===== src/rtl/operand_loader_pkg.sv =====
// rtl/operand_loader_pkg.sv - shared types and constants for the operand loader
package operand_loader_pkg;

   typedef enum logic [1:0] {
      S_A    = 2'd0,
      S_B    = 2'd1,
      S_OP   = 2'd2,
      S_DONE = 2'd3
   } state_e;

   localparam int BTN_A_STEP = 0;
   localparam int BTN_B      = 1;
   localparam int BTN_OP     = 2;
   localparam int BTN_CLR    = 3;

   localparam logic MODE_DIRECT = 1'b0;
   localparam logic MODE_SEQ    = 1'b1;

   // Loaded-flag bit positions
   localparam int FLG_A  = 0;
   localparam int FLG_B  = 1;
   localparam int FLG_OP = 2;

endpackage


===== src/rtl/operand_loader_if.sv =====
// rtl/operand_loader_if.sv - board-side switches/buttons in, operand registers and status out
interface operand_loader_if #(
   parameter int NB_DATA    = 8,
   parameter int NB_OPCODE  = 6,
   parameter int NB_BUTTONS = 4
);
   logic [NB_DATA-1:0]    i_switches;
   logic [NB_BUTTONS-1:0] i_botones;
   logic                  i_mode;
   logic [NB_DATA-1:0]    o_reg_dato_A;
   logic [NB_DATA-1:0]    o_reg_dato_B;
   logic [NB_OPCODE-1:0]  o_reg_opcode;
   logic                  o_valid;
   logic                  o_valid_pulse;
   logic                  o_err;
   logic [1:0]            o_state;

   modport master (
      output i_switches, i_botones, i_mode,
      input  o_reg_dato_A, o_reg_dato_B, o_reg_opcode,
      input  o_valid, o_valid_pulse, o_err, o_state
   );

   modport slave (
      input  i_switches, i_botones, i_mode,
      output o_reg_dato_A, o_reg_dato_B, o_reg_opcode,
      output o_valid, o_valid_pulse, o_err, o_state
   );
endinterface


===== src/rtl/operand_loader_button_conditioner.sv =====
// rtl/operand_loader_button_conditioner.sv - 2-FF sync, counter debounce, one-cycle press pulse
module button_conditioner #(
   parameter int DEBOUNCE_CYCLES = 16
) (
   input  logic i_clock,
   input  logic i_reset,
   input  logic i_button,
   output logic o_press
);
   localparam int CNT_W = (DEBOUNCE_CYCLES > 1) ? $clog2(DEBOUNCE_CYCLES) : 1;
   localparam logic [CNT_W-1:0] CNT_LAST = CNT_W'(DEBOUNCE_CYCLES - 1);

   logic             sync1_q, sync2_q;
   logic             deb_q, deb_d;
   logic             deb_prev_q;
   logic             press_q, press_d;
   logic [CNT_W-1:0] cnt_q, cnt_d;

   // Counter only survives while the synchronised level keeps disagreeing
   always_comb begin
      cnt_d   = '0;
      deb_d   = deb_q;
      press_d = deb_q & ~deb_prev_q;
      if (sync2_q != deb_q) begin
         if (cnt_q == CNT_LAST) begin
            deb_d = sync2_q;
         end else begin
            cnt_d = cnt_q + 1'b1;
         end
      end
   end

   always_ff @(posedge i_clock) begin
      if (i_reset) begin
         sync1_q    <= 1'b0;
         sync2_q    <= 1'b0;
         deb_q      <= 1'b0;
         deb_prev_q <= 1'b0;
         press_q    <= 1'b0;
         cnt_q      <= '0;
      end else begin
         sync1_q    <= i_button;
         sync2_q    <= sync1_q;
         deb_q      <= deb_d;
         deb_prev_q <= deb_q;
         press_q    <= press_d;
         cnt_q      <= cnt_d;
      end
   end

   assign o_press = press_q;
endmodule


===== src/rtl/operand_loader.sv =====
// rtl/operand_loader.sv - button decode, sequential-load FSM and ALU operand registers
module operand_loader
   import operand_loader_pkg::*;
#(
   parameter int NB_DATA         = 8,
   parameter int NB_OPCODE       = 6,
   parameter int NB_BUTTONS      = 4,
   parameter int DEBOUNCE_CYCLES = 16
) (
   input  logic             i_clock,
   input  logic             i_reset,
   operand_loader_if.slave  bus
);
   logic [NB_BUTTONS-1:0] press;

   for (genvar g = 0; g < NB_BUTTONS; g++) begin : g_btn
      button_conditioner #(
         .DEBOUNCE_CYCLES(DEBOUNCE_CYCLES)
      ) u_btn (
         .i_clock  (i_clock),
         .i_reset  (i_reset),
         .i_button (bus.i_botones[g]),
         .o_press  (press[g])
      );
   end

   logic mode_s1_q, mode_s2_q, mode_prev_q;
   logic mode_toggle;

   logic [NB_DATA-1:0]   a_q, a_d, b_q, b_d;
   logic [NB_OPCODE-1:0] op_q, op_d;
   logic [2:0]           flag_q, flag_d;
   state_e               state_q, state_d;
   logic                 valid_q, valid_d;
   logic                 vpulse_q, vpulse_d;
   logic                 err_q, err_d;

   logic       p_a, p_b, p_op, p_clr;
   logic [1:0] n_dir;
   logic       write;
   logic       conflict;

   assign p_a   = press[BTN_A_STEP];
   assign p_b   = press[BTN_B];
   assign p_op  = press[BTN_OP];
   assign p_clr = press[BTN_CLR];
   assign n_dir = {1'b0, p_a} + {1'b0, p_b} + {1'b0, p_op};
   assign mode_toggle = mode_s2_q ^ mode_prev_q;

   always_comb begin
      a_d      = a_q;
      b_d      = b_q;
      op_d     = op_q;
      flag_d   = flag_q;
      state_d  = state_q;
      write    = 1'b0;
      conflict = 1'b0;

      if (p_clr) begin
         a_d     = '0;
         b_d     = '0;
         op_d    = '0;
         flag_d  = '0;
         state_d = S_A;
      end else begin
         if (mode_s2_q == MODE_DIRECT) begin
            if (n_dir > 2'd1) begin
               conflict = 1'b1;
            end else if (p_a) begin
               a_d = bus.i_switches;
               flag_d[FLG_A] = 1'b1;
               write = 1'b1;
            end else if (p_b) begin
               b_d = bus.i_switches;
               flag_d[FLG_B] = 1'b1;
               write = 1'b1;
            end else if (p_op) begin
               op_d = bus.i_switches[NB_OPCODE-1:0];
               flag_d[FLG_OP] = 1'b1;
               write = 1'b1;
            end
         end else if (p_a) begin
            if (p_b || p_op) begin
               conflict = 1'b1;
            end else begin
               write = 1'b1;
               case (state_q)
                  S_A: begin
                     a_d = bus.i_switches;
                     flag_d[FLG_A] = 1'b1;
                     state_d = S_B;
                  end
                  S_B: begin
                     b_d = bus.i_switches;
                     flag_d[FLG_B] = 1'b1;
                     state_d = S_OP;
                  end
                  S_OP: begin
                     op_d = bus.i_switches[NB_OPCODE-1:0];
                     flag_d[FLG_OP] = 1'b1;
                     state_d = S_DONE;
                  end
                  default: begin
                     // A fresh set starts: the old B/opcode no longer count as loaded
                     a_d = bus.i_switches;
                     flag_d = 3'b001;
                     state_d = S_B;
                  end
               endcase
            end
         end
         if (mode_toggle) begin
            state_d = S_A;
         end
      end

      valid_d  = &flag_d;
      vpulse_d = write & (&flag_d);
      err_d    = conflict;
   end

   always_ff @(posedge i_clock) begin
      if (i_reset) begin
         mode_s1_q   <= 1'b0;
         mode_s2_q   <= 1'b0;
         mode_prev_q <= 1'b0;
         a_q         <= '0;
         b_q         <= '0;
         op_q        <= '0;
         flag_q      <= '0;
         state_q     <= S_A;
         valid_q     <= 1'b0;
         vpulse_q    <= 1'b0;
         err_q       <= 1'b0;
      end else begin
         mode_s1_q   <= bus.i_mode;
         mode_s2_q   <= mode_s1_q;
         mode_prev_q <= mode_s2_q;
         a_q         <= a_d;
         b_q         <= b_d;
         op_q        <= op_d;
         flag_q      <= flag_d;
         state_q     <= state_d;
         valid_q     <= valid_d;
         vpulse_q    <= vpulse_d;
         err_q       <= err_d;
      end
   end

   assign bus.o_reg_dato_A  = a_q;
   assign bus.o_reg_dato_B  = b_q;
   assign bus.o_reg_opcode  = op_q;
   assign bus.o_valid       = valid_q;
   assign bus.o_valid_pulse = vpulse_q;
   assign bus.o_err         = err_q;
   assign bus.o_state       = state_q;
endmodule


===== src/flat_wrapper.sv =====
// flat-port wrapper written by rule: the top's interface ports become plain ports
module operand_loader_flat import operand_loader_pkg::*;
#(
   parameter int NB_DATA         = 8,
   parameter int NB_OPCODE       = 6,
   parameter int NB_BUTTONS      = 4,
   parameter int DEBOUNCE_CYCLES = 16
)
  (i_clock, i_reset, bus_i_switches, bus_i_botones, bus_i_mode, bus_o_reg_dato_A, bus_o_reg_dato_B, bus_o_reg_opcode, bus_o_valid, bus_o_valid_pulse, bus_o_err, bus_o_state);
  operand_loader_if #(.NB_DATA(NB_DATA), .NB_OPCODE(NB_OPCODE), .NB_BUTTONS(NB_BUTTONS)) bus_i ();
  input  logic i_clock;
  input  logic i_reset;
  input wire logic [$bits(bus_i.i_switches)-1:0] bus_i_switches;
  input wire logic [$bits(bus_i.i_botones)-1:0] bus_i_botones;
  input wire logic [$bits(bus_i.i_mode)-1:0] bus_i_mode;
  output wire logic [$bits(bus_i.o_reg_dato_A)-1:0] bus_o_reg_dato_A;
  output wire logic [$bits(bus_i.o_reg_dato_B)-1:0] bus_o_reg_dato_B;
  output wire logic [$bits(bus_i.o_reg_opcode)-1:0] bus_o_reg_opcode;
  output wire logic [$bits(bus_i.o_valid)-1:0] bus_o_valid;
  output wire logic [$bits(bus_i.o_valid_pulse)-1:0] bus_o_valid_pulse;
  output wire logic [$bits(bus_i.o_err)-1:0] bus_o_err;
  output wire logic [$bits(bus_i.o_state)-1:0] bus_o_state;
  assign bus_i.i_switches = bus_i_switches;
  assign bus_i.i_botones = bus_i_botones;
  assign bus_i.i_mode = bus_i_mode;
  assign bus_o_reg_dato_A = bus_i.o_reg_dato_A;
  assign bus_o_reg_dato_B = bus_i.o_reg_dato_B;
  assign bus_o_reg_opcode = bus_i.o_reg_opcode;
  assign bus_o_valid = bus_i.o_valid;
  assign bus_o_valid_pulse = bus_i.o_valid_pulse;
  assign bus_o_err = bus_i.o_err;
  assign bus_o_state = bus_i.o_state;
  operand_loader #(.NB_DATA(NB_DATA), .NB_OPCODE(NB_OPCODE), .NB_BUTTONS(NB_BUTTONS), .DEBOUNCE_CYCLES(DEBOUNCE_CYCLES)) u_core (.i_clock(i_clock), .i_reset(i_reset), .bus(bus_i));
endmodule

===== config.mk =====
export PLATFORM = sky130hd
export DESIGN_NAME = operand_loader_flat
export DESIGN_NICKNAME = d
export VERILOG_FILES = /design/src/rtl/operand_loader_pkg.sv /design/src/rtl/operand_loader_if.sv /design/src/rtl/operand_loader_button_conditioner.sv /design/src/rtl/operand_loader.sv /design/src/flat_wrapper.sv
export SDC_FILE = /design/constraint.sdc
export NUM_CORES = 1
export LEC_CHECK = 0
export CAP_MARGIN = 40
export CORE_UTILIZATION = 41
export CTS_CLUSTER_DIAMETER = 150
export DETAILED_ROUTE_END_ITERATION = 16
export HOLD_SLACK_MARGIN = 0.1
export PLACE_DENSITY = 0.64
export SLEW_MARGIN = 15
export SYNTH_ARGS = -nofsm -noshare
export SYNTH_HDL_FRONTEND = slang
export SYNTH_SLANG_ARGS = --single-unit

===== constraint.sdc =====
create_clock -name i_clock -period 2.55 [get_ports i_clock]
set_input_delay 0.765 -clock i_clock [delete_from_list [all_inputs] [get_ports i_clock]]
set_output_delay 0.765 -clock i_clock [all_outputs]
set_load 0.1 [all_outputs]

==> results.py <==
metrics = {
    "outcome": {
        "outcome": "finished, final reports clean",
    },
    "floorplan": {
        "die_h_microns": 83.1,
        "ios": 42,
        "start_util_pct": 42.5,
        "rows": 29,
        "coreArea_sq_mm": 0.00635,
        "fp.dieW_microns": 83.1,
        "die-area_sq_mm": 0.00690,
    },
    "hold_path": {
        "min_from": "u_core.g_btn[3].u_btn.deb_prev_q",
        "hold_path_class": "flip-flop to flip-flop",
    },
    "pwr": {
        "leakagePower_nw": 1.36,
        "p_total_mw": 2.05,
        "peakVddDrop_v": 0.000443,
        "power_density_mw_per_mm2": 620,
    },
    "grt": {
        "use_met3_pct": 6.06,
        "use_met2_pct": 24.2,
        "grt_pass1_wl_microns": 8110,
        "antenna_found_initial": 0,
        "grt_pass1_vias": 1845,
        "track_usage_pct": 14.9,
        "busiest_layer": "met2",
        "grt_max_degree": 40,
        "use_met1_pct": 17.3,
        "globalRouteOverflowTotal": 0,
    },
    "clock_tree": {
        "clk_pin_slew_ns": 0.07,
        "cts_hold_buf": 0,
        "cts_buffer_depth": 2,
        "h-tree-depth": 3,
        "cts_tree": "done",
        "cts_buffers": 9,
        "post_cts.repair.setup_buffers": 0,
        "clkLatencyLatePin_ns": 0.34,
        "cts-resized-gates": 0,
        "cts.sinks": 69,
        "clockRootBuffer": "clkbuf_8",
    },
    "synth": {
        "seq_area_frac_synth_pct": 51.2,
        "ys_types": 38,
        "ys_warn_count": 0,
        "async_flop_share_pct": 0,
        "syn_nets": 301,
        "synth-edff-count": 0,
        "synth_cells": 276,
        "synth-main-ff-cell": "dfxtp_1",
        "postSynthAreaPerCell_sq_um": 9.77,
        "synth_area_sq_mm": 0.00270,
        "ys_ff_latch": 69,
    },
    "timing": {
        "worstMarginPinSlew_ns": 0.652,
        "tns_ns": 0,
        "fmax_mhz": 432,
        "hold_violations": 0,
        "slew_viol_final": 0,
        "fin_crit_sh_pct": 90.7,
        "period_needed_ns": 2.31,
        "fin_skew_ns": 0.00645,
        "slew-limit-headroom_pct": 56.0,
        "setup_viol": 0,
        "fin_ws_ns": 0.237,
        "rsz0062_at_grt": "false",
    },
    "cells_and_area": {
        "num-nets-final": 345,
        "final_util_pct": 52.2,
        "layout-drive-gt1-share_pct": 16.4,
        "syn_to_final_growth_pct": 22.8,
        "fill_cells": 595,
        "stdcell_count": 401,
        "diodes": 0,
    },
    "placement": {
        "dp.cells": 386,
        "hpwl_microns": 3300,
        "gp_congestion": 0.785,
        "pre_cts_slack_ns": 0.301,
        "portBuffers": 41,
    },
    "route": {
        "viasPerCell": 4.83,
        "finalWirelength_microns": 4730,
        "num_vias": 1935,
        "drc": 0,
        "first_pass_iters": 4,
        "wl_per_cell_microns": 11.8,
        "ant_nets": 0,
        "drt_iter0_markers": 80,
    },
    "flow_run": {
        "cap_violations": 0,
    },
    "critical_path": {
        "worstSetupPathType": "flip-flop to flip-flop",
        "cp_data_required_time_ns": 2.82,
        "critPathCapture": "u_core.bus.o_reg_opcode[5]",
        "startpoint": "u_core.g_btn[0].u_btn.o_press",
        "r2r_cells": 6,
        "crit_path_start_kind": "flip-flop",
        "r2r_start": "u_core.g_btn[0].u_btn.o_press",
        "cp_max_fo": 11,
        "endpoint_kind": "flip-flop",
        "r2r_setup_slack_ns": 0.24,
        "r2r_end": "u_core.bus.o_reg_opcode[5]",
        "critPathArrivalTime_ns": 2.58,
    },
}
state kept, by name (all words and copies together) (netlist names):
name and flops:
u_core.g_btn.u_btn.cnt_q 16, u_core.bus.o_reg_dato_A 8, u_core.bus.o_reg_dato_B 8, u_core.bus.o_reg_opcode 6, u_core.g_btn.u_btn.deb_prev_q 4, u_core.g_btn.u_btn.deb_q 4, u_core.g_btn.u_btn.o_press 4, u_core.g_btn.u_btn.sync1_q 4
u_core.g_btn.u_btn.sync2_q 4, u_core.flag_q 3, u_core.bus.o_state 2, u_core.bus.o_err 1, u_core.bus.o_valid 1, u_core.bus.o_valid_pulse 1, u_core.mode_prev_q 1, u_core.mode_s1_q 1
u_core.mode_s2_q 1
cells by family after synthesis:
family | synth area share, %
and+or+nand+nor | 22.8
DFF | 51.2
buffers and inverters | 3.85
AOI/OAI and AO/OA | 6.08
muxes | 7.47
xor gates and xnor gates | 3.90
adders and majority gates | 4.64
report_power, final:
group	internal [mW]	total, mW	switching, mW
Sequential	1.09	1.09	0.00652
Clock	0.476	0.884	0.408
Combinational	0.0379	0.0746	0.0366
Total	1.60	2.05	0.451
through the flow:
stage / hold WS, ns / area (sq um)
4_1_cts: 0.377 / 3310
6_report: 0.377 / 3310
5_1_grt: 0.381 / 3310
3_3_place_gp: 0.372 / 3110
2_1_floorplan: 0.367 / 2700
3_5_place_dp: 0.371 / 3110
worst min-delay path by stage:
stage	slack (ns)	depth (start not counted)	to
after global placement	0.37	1	u_core.g_btn[3].u_btn.o_press
after CTS	0.38	1	u_core.g_btn[3].u_btn.o_press
after floorplan	0.37	1	u_core.g_btn[0].u_btn.o_press
after global routing	0.38	1	u_core.g_btn[3].u_btn.o_press
after detailed placement	0.37	1	u_core.g_btn[3].u_btn.o_press
final	0.38	1	u_core.g_btn[3].u_btn.o_press
per-layer routing:
metal / vias up / routed length, microns
met4: 0 / 73
met1: 878 / 2270
li1: 1013 / -
met5: - / 0
met2: 37 / 2150
met3: 7 / 232
layout make-up:
class	count	area [sq um]	area share, %
multi-input cells	184	1210	36.6
clock inverters	5	60.1	1.81
well taps	77	96.3	2.91
inverters	12	45.0	1.36
clock buffers	10	138	4.16
flip-flops and latches	69	1380	41.7
repair buffers	44	378	11.4
cells in the final DEF, fill, tap and decap left out, drive strengths merged, types with 6 or more instances in the layout:
cell / count
dfxtp: 69
nand2: 32
buf: 30
nor2: 29
mux2i: 19
nor2b: 18
nand3: 15
clkdlybuf4s50: 14
inv: 13
o21ai: 11
ha: 10
clkbuf: 10
xnor2: 6
xor2: 6
synth_stat cells (6+ instances only):
| cell type | n | area share, % |
|---|---|---|
| nor2_1 | 29 | 4.0 |
| nand2_1 | 32 | 4.5 |
| ha_1 | 10 | 4.6 |
| dfxtp_1 | 69 | 51 |
| inv_1 | 12 | 1.7 |
| o21ai_0 | 10 | 1.9 |
| nor2b_1 | 18 | 4.2 |
| nand3_1 | 15 | 2.8 |
| xnor2_1 | 6 | 1.9 |
| xor2_1 | 6 | 1.9 |
| mux2i_1 | 19 | 7.1 |
| clkbuf_1 | 7 | 0.97 |
critical path, cell delays in order (launching register included):
cell and delay (ns):
dfxtp_1 0.53, inv_1 0.15, ha_1 0.32, or3_1 0.40
o21ai_2 0.15, and4_1 0.46, mux2i_1 0.22
Note: power is estimated with default switching activity, not from simulation.
